$ cat config.mk
export PLATFORM = sky130hd
export DESIGN_NAME = dmem_req_unit
export DESIGN_NICKNAME = d
export VERILOG_FILES = /design/src/rtl/dmem_req_unit_pkg.sv /design/src/rtl/dmem_req_fifo.sv /design/src/rtl/dmem_req_unit.sv
export SDC_FILE = /design/constraint.sdc
export NUM_CORES = 1
export LEC_CHECK = 0
export ABC_AREA = 1
export ABC_CLOCK_PERIOD_IN_PS = 10500
export CAP_MARGIN = 20
export CORE_ASPECT_RATIO = 2
export CORE_MARGIN = 3
export CORE_UTILIZATION = 59
export DETAILED_ROUTE_END_ITERATION = 10
export MAX_ROUTING_LAYER = met4
export PLACE_DENSITY_LB_ADDON = 0.1
export SYNTH_ARGS = -nofsm -noshare
export SYNTH_HDL_FRONTEND = slang
export SYNTH_HIERARCHICAL = 1
export SYNTH_SLANG_ARGS = --single-unit
$ cat constraint.sdc
create_clock -name clk -period 10.5 [get_ports clk]
set_input_delay 1.575 -clock clk [delete_from_list [all_inputs] [get_ports clk]]
set_output_delay 1.575 -clock clk [all_outputs]
set_load 0.01 [all_outputs]
$ cat src/rtl/dmem_req_unit_pkg.sv
// Shared types for the data-memory request unit: FSM states and the queued request record.
package dmem_req_unit_pkg;

    localparam int data_mem_addr_width_gp = 12;

    // Widest supported fields; narrower instances zero-extend into the record.
    localparam int dmemAddrMaxW = 32;
    localparam int dmemDataMaxW = 128;

    typedef enum logic [1:0] {
        DMEM_IDLE,
        DMEM_REQ_SENT,
        DMEM_REQ_ACKED,
        DMEM_ERR
    } dmem_req_state_e;

    typedef struct packed {
        logic                    wen;
        logic                    byte_not_word;
        logic [dmemAddrMaxW-1:0] addr;
        logic [dmemDataMaxW-1:0] data;
    } dmem_req_s;

endpackage

$ cat src/rtl/dmem_req_fifo.sv
// Order-preserving request queue with power-of-two depth and a synchronous flush.
module dmem_req_fifo #(
    parameter int WIDTH_P = 8,
    parameter int DEPTH_P = 2
) (
    input  logic               clk,
    input  logic               reset,
    input  logic               flush,
    input  logic               wValid,
    input  logic [WIDTH_P-1:0] wData,
    output logic               full,
    input  logic               rPop,
    output logic [WIDTH_P-1:0] rData,
    output logic               empty
);

    localparam int PtrW = $clog2(DEPTH_P);
    localparam logic [PtrW:0] FullCnt = DEPTH_P[PtrW:0];

    logic [WIDTH_P-1:0] mem [DEPTH_P];
    logic [PtrW-1:0]    wPtr;
    logic [PtrW-1:0]    rPtr;
    logic [PtrW:0]      count;
    logic               doWrite;
    logic               doRead;

    assign full    = (count == FullCnt);
    assign empty   = (count == '0);
    assign doWrite = wValid && !full;
    assign doRead  = rPop && !empty;
    assign rData   = mem[rPtr];

    always_ff @(posedge clk) begin
        if (reset || flush) begin
            wPtr  <= '0;
            rPtr  <= '0;
            count <= '0;
        end else begin
            if (doWrite) wPtr <= wPtr + PtrW'(1);
            if (doRead)  rPtr <= rPtr + PtrW'(1);
            case ({doWrite, doRead})
                2'b10:   count <= count + (PtrW+1)'(1);
                2'b01:   count <= count - (PtrW+1)'(1);
                default: count <= count;
            endcase
        end
    end

    always_ff @(posedge clk) begin
        if (doWrite) mem[wPtr] <= wData;
    end

endmodule

$ cat src/rtl/dmem_req_unit.sv
// Core-to-data-memory request unit: queues loads/stores, sequences the memory
// handshake, formats byte accesses and flags a sticky timeout error.
module dmem_req_unit import dmem_req_unit_pkg::*; #(
    parameter int DATA_WIDTH_P  = 32,
    parameter int ADDR_WIDTH_P  = data_mem_addr_width_gp,
    parameter int QUEUE_DEPTH_P = 2,
    parameter int TIMEOUT_P     = 255
) (
    input  logic                    clk,
    input  logic                    reset,
    input  logic                    req_valid_i,
    output logic                    req_ready_o,
    input  logic                    req_wen_i,
    input  logic                    req_byte_i,
    input  logic [ADDR_WIDTH_P-1:0] req_addr_i,
    input  logic [DATA_WIDTH_P-1:0] req_data_i,
    output logic                    resp_valid_o,
    output logic [DATA_WIDTH_P-1:0] resp_data_o,
    output logic                    idle_o,
    output logic                    err_o,
    output logic                    mem_valid_o,
    output logic                    mem_wen_o,
    output logic                    mem_byte_o,
    output logic [ADDR_WIDTH_P-1:0] mem_addr_o,
    output logic [DATA_WIDTH_P-1:0] mem_wdata_o,
    input  logic                    mem_yumi_i,
    input  logic                    mem_rvalid_i,
    input  logic [DATA_WIDTH_P-1:0] mem_rdata_i,
    output logic                    mem_yumi_o
);

    localparam int LaneCnt = DATA_WIDTH_P / 8;
    localparam int LaneW   = $clog2(LaneCnt);
    localparam int WaitW   = $clog2(TIMEOUT_P + 1);

    dmem_req_state_e state, nextState;
    dmem_req_s       enqReq, headReq;
    logic            fifoFull, fifoEmpty, fifoPop, fifoFlush;
    logic [WaitW-1:0] waitCnt;
    logic            waitExpired;
    logic            ldByte_p0;
    logic [LaneW-1:0] ldLane_p0;
    logic            respVld_p1;
    logic [DATA_WIDTH_P-1:0] respData_p1;
    logic            unusedHead;

    function automatic logic [DATA_WIDTH_P-1:0] replicateByte(input logic [7:0] b);
        return {LaneCnt{b}};
    endfunction

    function automatic logic [DATA_WIDTH_P-1:0] selectLane(input logic [DATA_WIDTH_P-1:0] word,
                                                           input logic [LaneW-1:0] lane);
        return DATA_WIDTH_P'(word[{lane, 3'b000} +: 8]);
    endfunction

    // Byte stores are replicated on the way into the queue so the head is memory-ready.
    always_comb begin
        enqReq               = '0;
        enqReq.wen           = req_wen_i;
        enqReq.byte_not_word = req_byte_i;
        enqReq.addr          = dmemAddrMaxW'(req_addr_i);
        enqReq.data          = dmemDataMaxW'(req_byte_i ? replicateByte(req_data_i[7:0]) : req_data_i);
    end

    dmem_req_fifo #(
        .WIDTH_P($bits(dmem_req_s)),
        .DEPTH_P(QUEUE_DEPTH_P)
    ) reqFifo (
        .clk   (clk),
        .reset (reset),
        .flush (fifoFlush),
        .wValid(req_valid_i && req_ready_o),
        .wData (enqReq),
        .full  (fifoFull),
        .rPop  (fifoPop),
        .rData (headReq),
        .empty (fifoEmpty)
    );

    assign fifoFlush   = (state == DMEM_ERR);
    assign req_ready_o = !fifoFull && (state != DMEM_ERR);
    assign idle_o      = fifoEmpty && (state == DMEM_IDLE);
    assign err_o       = (state == DMEM_ERR);
    assign mem_wen_o   = headReq.wen;
    assign mem_byte_o  = headReq.byte_not_word;
    assign mem_addr_o  = headReq.addr[ADDR_WIDTH_P-1:0];
    assign mem_wdata_o = headReq.data[DATA_WIDTH_P-1:0];
    assign unusedHead  = ^headReq;
    assign waitExpired = (waitCnt == WaitW'(TIMEOUT_P - 1));
    assign resp_valid_o = respVld_p1;
    assign resp_data_o  = respData_p1;

    always_comb begin
        nextState   = state;
        fifoPop     = 1'b0;
        mem_valid_o = 1'b0;
        mem_yumi_o  = 1'b0;
        unique case (state)
            DMEM_IDLE: begin
                if (!fifoEmpty) nextState = DMEM_REQ_SENT;
            end
            DMEM_REQ_SENT: begin
                mem_valid_o = 1'b1;
                if (mem_yumi_i) begin
                    fifoPop   = 1'b1;
                    nextState = headReq.wen ? DMEM_IDLE : DMEM_REQ_ACKED;
                end else if (waitExpired) begin
                    nextState = DMEM_ERR;
                end
            end
            DMEM_REQ_ACKED: begin
                if (mem_rvalid_i) begin
                    mem_yumi_o = 1'b1;
                    nextState  = DMEM_IDLE;
                end else if (waitExpired) begin
                    nextState = DMEM_ERR;
                end
            end
            DMEM_ERR: nextState = DMEM_ERR;
        endcase
    end

    // Wait counter restarts on every state change and only runs while memory owes us something.
    always_ff @(posedge clk) begin
        if (reset) begin
            state   <= DMEM_IDLE;
            waitCnt <= '0;
        end else begin
            state <= nextState;
            if (nextState != state)
                waitCnt <= '0;
            else if (state == DMEM_REQ_SENT || state == DMEM_REQ_ACKED)
                waitCnt <= waitCnt + WaitW'(1);
        end
    end

    // p0: remember how the popped load must be formatted
    always_ff @(posedge clk) begin
        if (fifoPop) begin
            ldByte_p0 <= headReq.byte_not_word;
            ldLane_p0 <= headReq.addr[LaneW-1:0];
        end
    end

    // p1: registered load response
    always_ff @(posedge clk) begin
        if (reset) begin
            respVld_p1  <= 1'b0;
            respData_p1 <= '0;
        end else begin
            respVld_p1 <= mem_yumi_o;
            if (mem_yumi_o)
                respData_p1 <= ldByte_p0 ? selectLane(mem_rdata_i, ldLane_p0) : mem_rdata_i;
        end
    end

endmodule
Yosys cells after proc, flatten, opt, wreduce, memory -nomap -nowiden
Memory sizes are Yosys's and may differ from the RTL's. A register that Yosys moved wholly into a read port is not among the register bits.
Index checks and enable logic that the tools add are counted.

cells by class
  reductions and logical operators = 13
  multipliers = 0
  order comparisons = 0
  bitwise operators = 0
  shift-type cells = 1
  add/subtract/negate cells = 5
  div/mod/pow operators = 0
  equality and inequality tests = 9
  multiplexer cells = 18

operators by type and width
  cell                   count
  $mux W32               2
  $shiftx A32 B6 Y8      1
  $mux W2                5
  $mux W1                9
  $add A8 B1 Y8 const B  1
  $eq A2 B2 Y1 const B   4
  $eq A8 B8 Y1 const B   1
  $pmux W2 S4            1
  $logic_and A1 B1 Y1    5
  $eq A2 B1 Y1 const B   2
  $logic_not A2 Y1       2
  $pmux W2 S2            1
  $add A1 B1 Y1 const B  2
  $add A2 B1 Y2 const B  1
  $logic_not A1 Y1       2
  $logic_or A1 B1 Y1     2
  $ne A2 B2 Y1           1
  $ne A2 B2 Y1 const B   1
  $reduce_bool A2 Y1     1
  $reduce_or A2 Y1       1
  $sub A2 B1 Y2 const B  1

word-level totals
  input bits = 83
  bits in read-only memories = 0
  bits in writable memories = 92
  memories = 1
  flip-flop bits (word level) = 50
  logic and storage cells = 56
  output and inout bits = 84
  latch bits = 0

memory list
  name         depth  bits a word  rd ports  clocked after Yosys merged registers in  write ports  RTL line             source
  reqFifo.mem  2      46           1         1                                        1            dmem_req_fifo.sv:20  logic [WIDTH_P-1:0] mem [DEPTH_P];

Depth between registers and ports, before layout
  word-level depth = 7
  depth in mapped cells = 12
  gate-level depth less buffers = 12

Hierarchy
The synthesis kept the hierarchy.

by module, submodules not included
  module         times used  cells each  area each (um^2)  sequential area each (um^2)
  dmem_req_fifo  1           544         12255.5           9829.4
  dmem_req_unit  1           339         2426.1            950.9

Worst setup path before layout
No wires, ideal clock.

  path type = in2reg
  start = input port req_valid_i
  end = memory reqFifo/mem[0][0] in the netlist's numbering (enable)
  library setup time = 0.686 ns
  cell stages on the path = 5
  path buffers = 0
  arrival time = 8.740 ns
  slack = 1.074 ns
  required time = 9.814 ns
  cells stage by stage = nor3b_1 -> inv_1 -> nor2_1 -> inv_1 -> nor2_1

on the way
  word-level cells in the longest chain between the ends = 4

ends and longest elaborated chain
  what                           RTL line             source
  from (decl)                    dmem_req_unit.sv:11  input logic req_valid_i,
  $logic_and A1 B1 Y1            dmem_req_unit.sv:72  .wValid(req_valid_i && req_ready_o),
  $logic_and A1 B1 Y1            dmem_req_fifo.sv:29  assign doWrite = wValid && !full;
  $mux W1                        dmem_req_fifo.sv:50  if (doWrite) mem[wPtr] <= wData;
  $mux W1 (implied by the code)  dmem_req_fifo.sv:50
  to (decl)                      dmem_req_fifo.sv:20

No other way between the ends.

Worst setup path after layout
  start = input port mem_rvalid_i
  end = output port mem_yumi_o

on the way
  word-level cells in the longest chain between the ends = 2

ends and longest elaborated chain
  what         RTL line              source
  from (decl)  dmem_req_unit.sv:27   input logic mem_rvalid_i,
  $mux W1      dmem_req_unit.sv:112  if (mem_rvalid_i) begin
  $mux W1      dmem_req_unit.sv:98   unique case (state)
  to (decl)    dmem_req_unit.sv:29   output logic mem_yumi_o

No other way between the ends.

==> impl_metrics.tcl <==
set metrics [dict create \
    path_cells "clkdlybuf4s50_1, nand2_1, buf_4, inv_1, clkdlybuf4s50_1" \
    die_area_mm2 0.0116 \
    hold_depth 2 \
    stdcell_count 831 \
    hold_viol 0 \
    final_cell_area_mm2 0.00836 \
    grt_usage_pct 30.2 \
    antenna_found_initial 0 \
    r2r_cells 6 \
    area_growth_pct 37.8 \
    critPathCaptureType "output pin" \
    fmax_ghz 0.204 \
    period_share_pct 46.8 \
    synthesis.nets 616 \
    finalCriticalPeriod_ns 4.91 \
    fin_nets 777 \
    reg2reg_to "reqFifo/mem[1][134]$_DFFE_PP_" \
    hold_path.class "flip-flop to flip-flop" \
    drc_errors 0 \
    dp_hpwl_mm 11.1 \
    synth_area_per_cell_um2 11.6 \
    syn_inst 525 \
    die_h_um 149 \
    ant_nets 0 \
    ctsResizeCount 0 \
    rsz0062_at_grt "no" \
    grt_pass1_wl_mm 25.4 \
    placementRows 51 \
    ios 167 \
    synth_area_mm2 0.00607 \
    dieWidth_um 77.7 \
    grt_pass1_vias 4851 \
    setup.worst_path.class "input port to output pin" \
    worstPathArrival_ns 3.34 \
    grt_max_degree 47 \
    vdd_drop_max_uv 181 \
    max-clock-path-buffers 2 \
    fin_util_pct 84.5 \
    cts_tree "yes" \
    dp.cells 799 \
    skew_ns 0.00845 \
    startpoint_type "input port" \
    worst_pin_slew_ns 1.05 \
    dr.pass1.iters 5 \
    p_leak_uw 0.00322 \
    via_per_inst 5.52 \
    cts_htree_levels 4 \
    dpl_cell_area_mm2 0.00777 \
    maxCapViolCount 0 \
    crit_top_cell "clkdlybuf4s50_1" \
    wl_per_cell_um 19.5 \
    critPathMaxFanout 26 \
    gp_congestion 0.905 \
    rrSetupSlack_ns 8.14 \
    slew_viol_final 0 \
    grt_overflow 0 \
    holdBufCountCts 0 \
    finalSetupViolations 0 \
    totalWireLength_mm 16.2 \
    diodes 0 \
    dr.first_iter.drc_count 228 \
    core_area_mm2 0.00989 \
    power.density_mw_per_mm2 209 \
    vias 4585 \
    numCtsBuffers 17 \
    slew_headroom_pct 29.9 \
    clk_latency_ns 0.41 \
    yosys_warnings 6 \
    clock-sinks 143 \
    clk_pin_slew_ns 0.06 \
    status "completed" \
    critPathLaunch "mem_rvalid_i" \
    postCtsSetupRepairBufs 0 \
    cts.root.buffer_cell "clkbuf_16" \
    r2r-start "state[0]$_SDFF_PP0_" \
    layout-drive-gt1-share_pct 13.9 \
    crit_path_end "mem_yumi_o" \
    start_util_pct 61.3 \
    port_buffers 166 \
    crit_required_ns 8.93 \
    finalSetupTns_ns 0 \
    crit_path_top_delay_cell "clkdlybuf4s50_1" \
    slowest_delay_ns 0.63 \
]
==> per-layer routing <==
| metal | GRT usage (%) | wire, µm | up-vias |
|---|---|---|---|
| met4 | 17.3 | 856 | 0 |
| met1 | 28.0 | 5120 | 2168 |
| met5 | - | 0 | - |
| met2 | 55.0 | 9150 | 228 |
| li1 | - | - | 2142 |
| met3 | 7.23 | 1090 | 47 |
==> placed cells by master, fill, tap and decap left out, drive strengths merged <==
| cell | instances |
|---|---|
| clkdlybuf4s50 | 166 |
| edfxtp | 95 |
| nand2 | 83 |
| nand3 | 64 |
| inv | 50 |
| dfxtp | 48 |
| mux2 | 46 |
| o21ai | 41 |
| nor2 | 27 |
| clkbuf | 18 |
| a21oi | 9 |
| nor3 | 9 |
| o31ai | 8 |
| ha | 8 |
| xor2 | 6 |
| clkinv | 5 |
| buf | 4 |
| nand4 | 3 |
| clkinvlp | 3 |
| xnor2 | 2 |
| bufinv | 2 |
| nor3b | 1 |
| o22ai | 1 |
==> registers in the layout, summed over array words and instances, names as in the netlist, named ones only <==
signal and cells:
waitCnt 8, resp_data_o 32, ldLane_p0 2, ldByte_p0 1
resp_valid_o 1, reqFifo/count 2, reqFifo/rPtr 1, reqFifo/mem 92
state 2, reqFifo/wPtr 1
==> layout make-up <==
type / instances / area [µm²]
Fill cell: 542 / 1530
Multi-Input combinational cell: 308 / 1930
Clock buffer: 18 / 429
Clock inverter: 14 / 155
Sequential cell: 143 / 3810
Timing Repair Buffer: 170 / 1690
Inverter: 46 / 173
Tap cell: 132 / 165
==> through the flow <==
step | power [µW] | hold slack, ns | worst slack, ns
floorplan | 963 | 0.467 | 6.11
finish | 1740 | 0.469 | 5.59
global route | 1820 | 0.485 | 5.48
CTS | 1750 | 0.472 | 5.61
global placement | 1140 | 0.458 | 5.65
detailed placement | 1160 | 0.462 | 5.62
==> worst min path at each step <==
stage          slack (ns)                           end                    startpoint
2_1_floorplan        0.47                     flip-flop     reqFifo/rPtr$_SDFFE_PP0P_
3_3_place_gp         0.46  resp_data_o[25]$_SDFFE_PP0P_  resp_data_o[25]$_SDFFE_PP0P_
3_5_place_dp         0.46  resp_data_o[22]$_SDFFE_PP0P_  resp_data_o[22]$_SDFFE_PP0P_
4_1_cts              0.47  resp_data_o[22]$_SDFFE_PP0P_  resp_data_o[22]$_SDFFE_PP0P_
5_1_grt              0.49  resp_data_o[22]$_SDFFE_PP0P_  resp_data_o[22]$_SDFFE_PP0P_
6_report             0.47  resp_data_o[22]$_SDFFE_PP0P_  resp_data_o[22]$_SDFFE_PP0P_
==> critical path, delay by kind of cell <==
family	cells	cell delay, ns
buffers and inverters	4	1.71
AND/OR/NAND/NOR	1	0.06
==> where the power goes <==
part           total (µW)  leakage [µW]  switching, µW  internal (µW)
registers             730       0.00128           35.4            695
logic                 423       0.00166            217            206
clock network         590      0.000278            237            354
(Power assumes the default switching activity.)
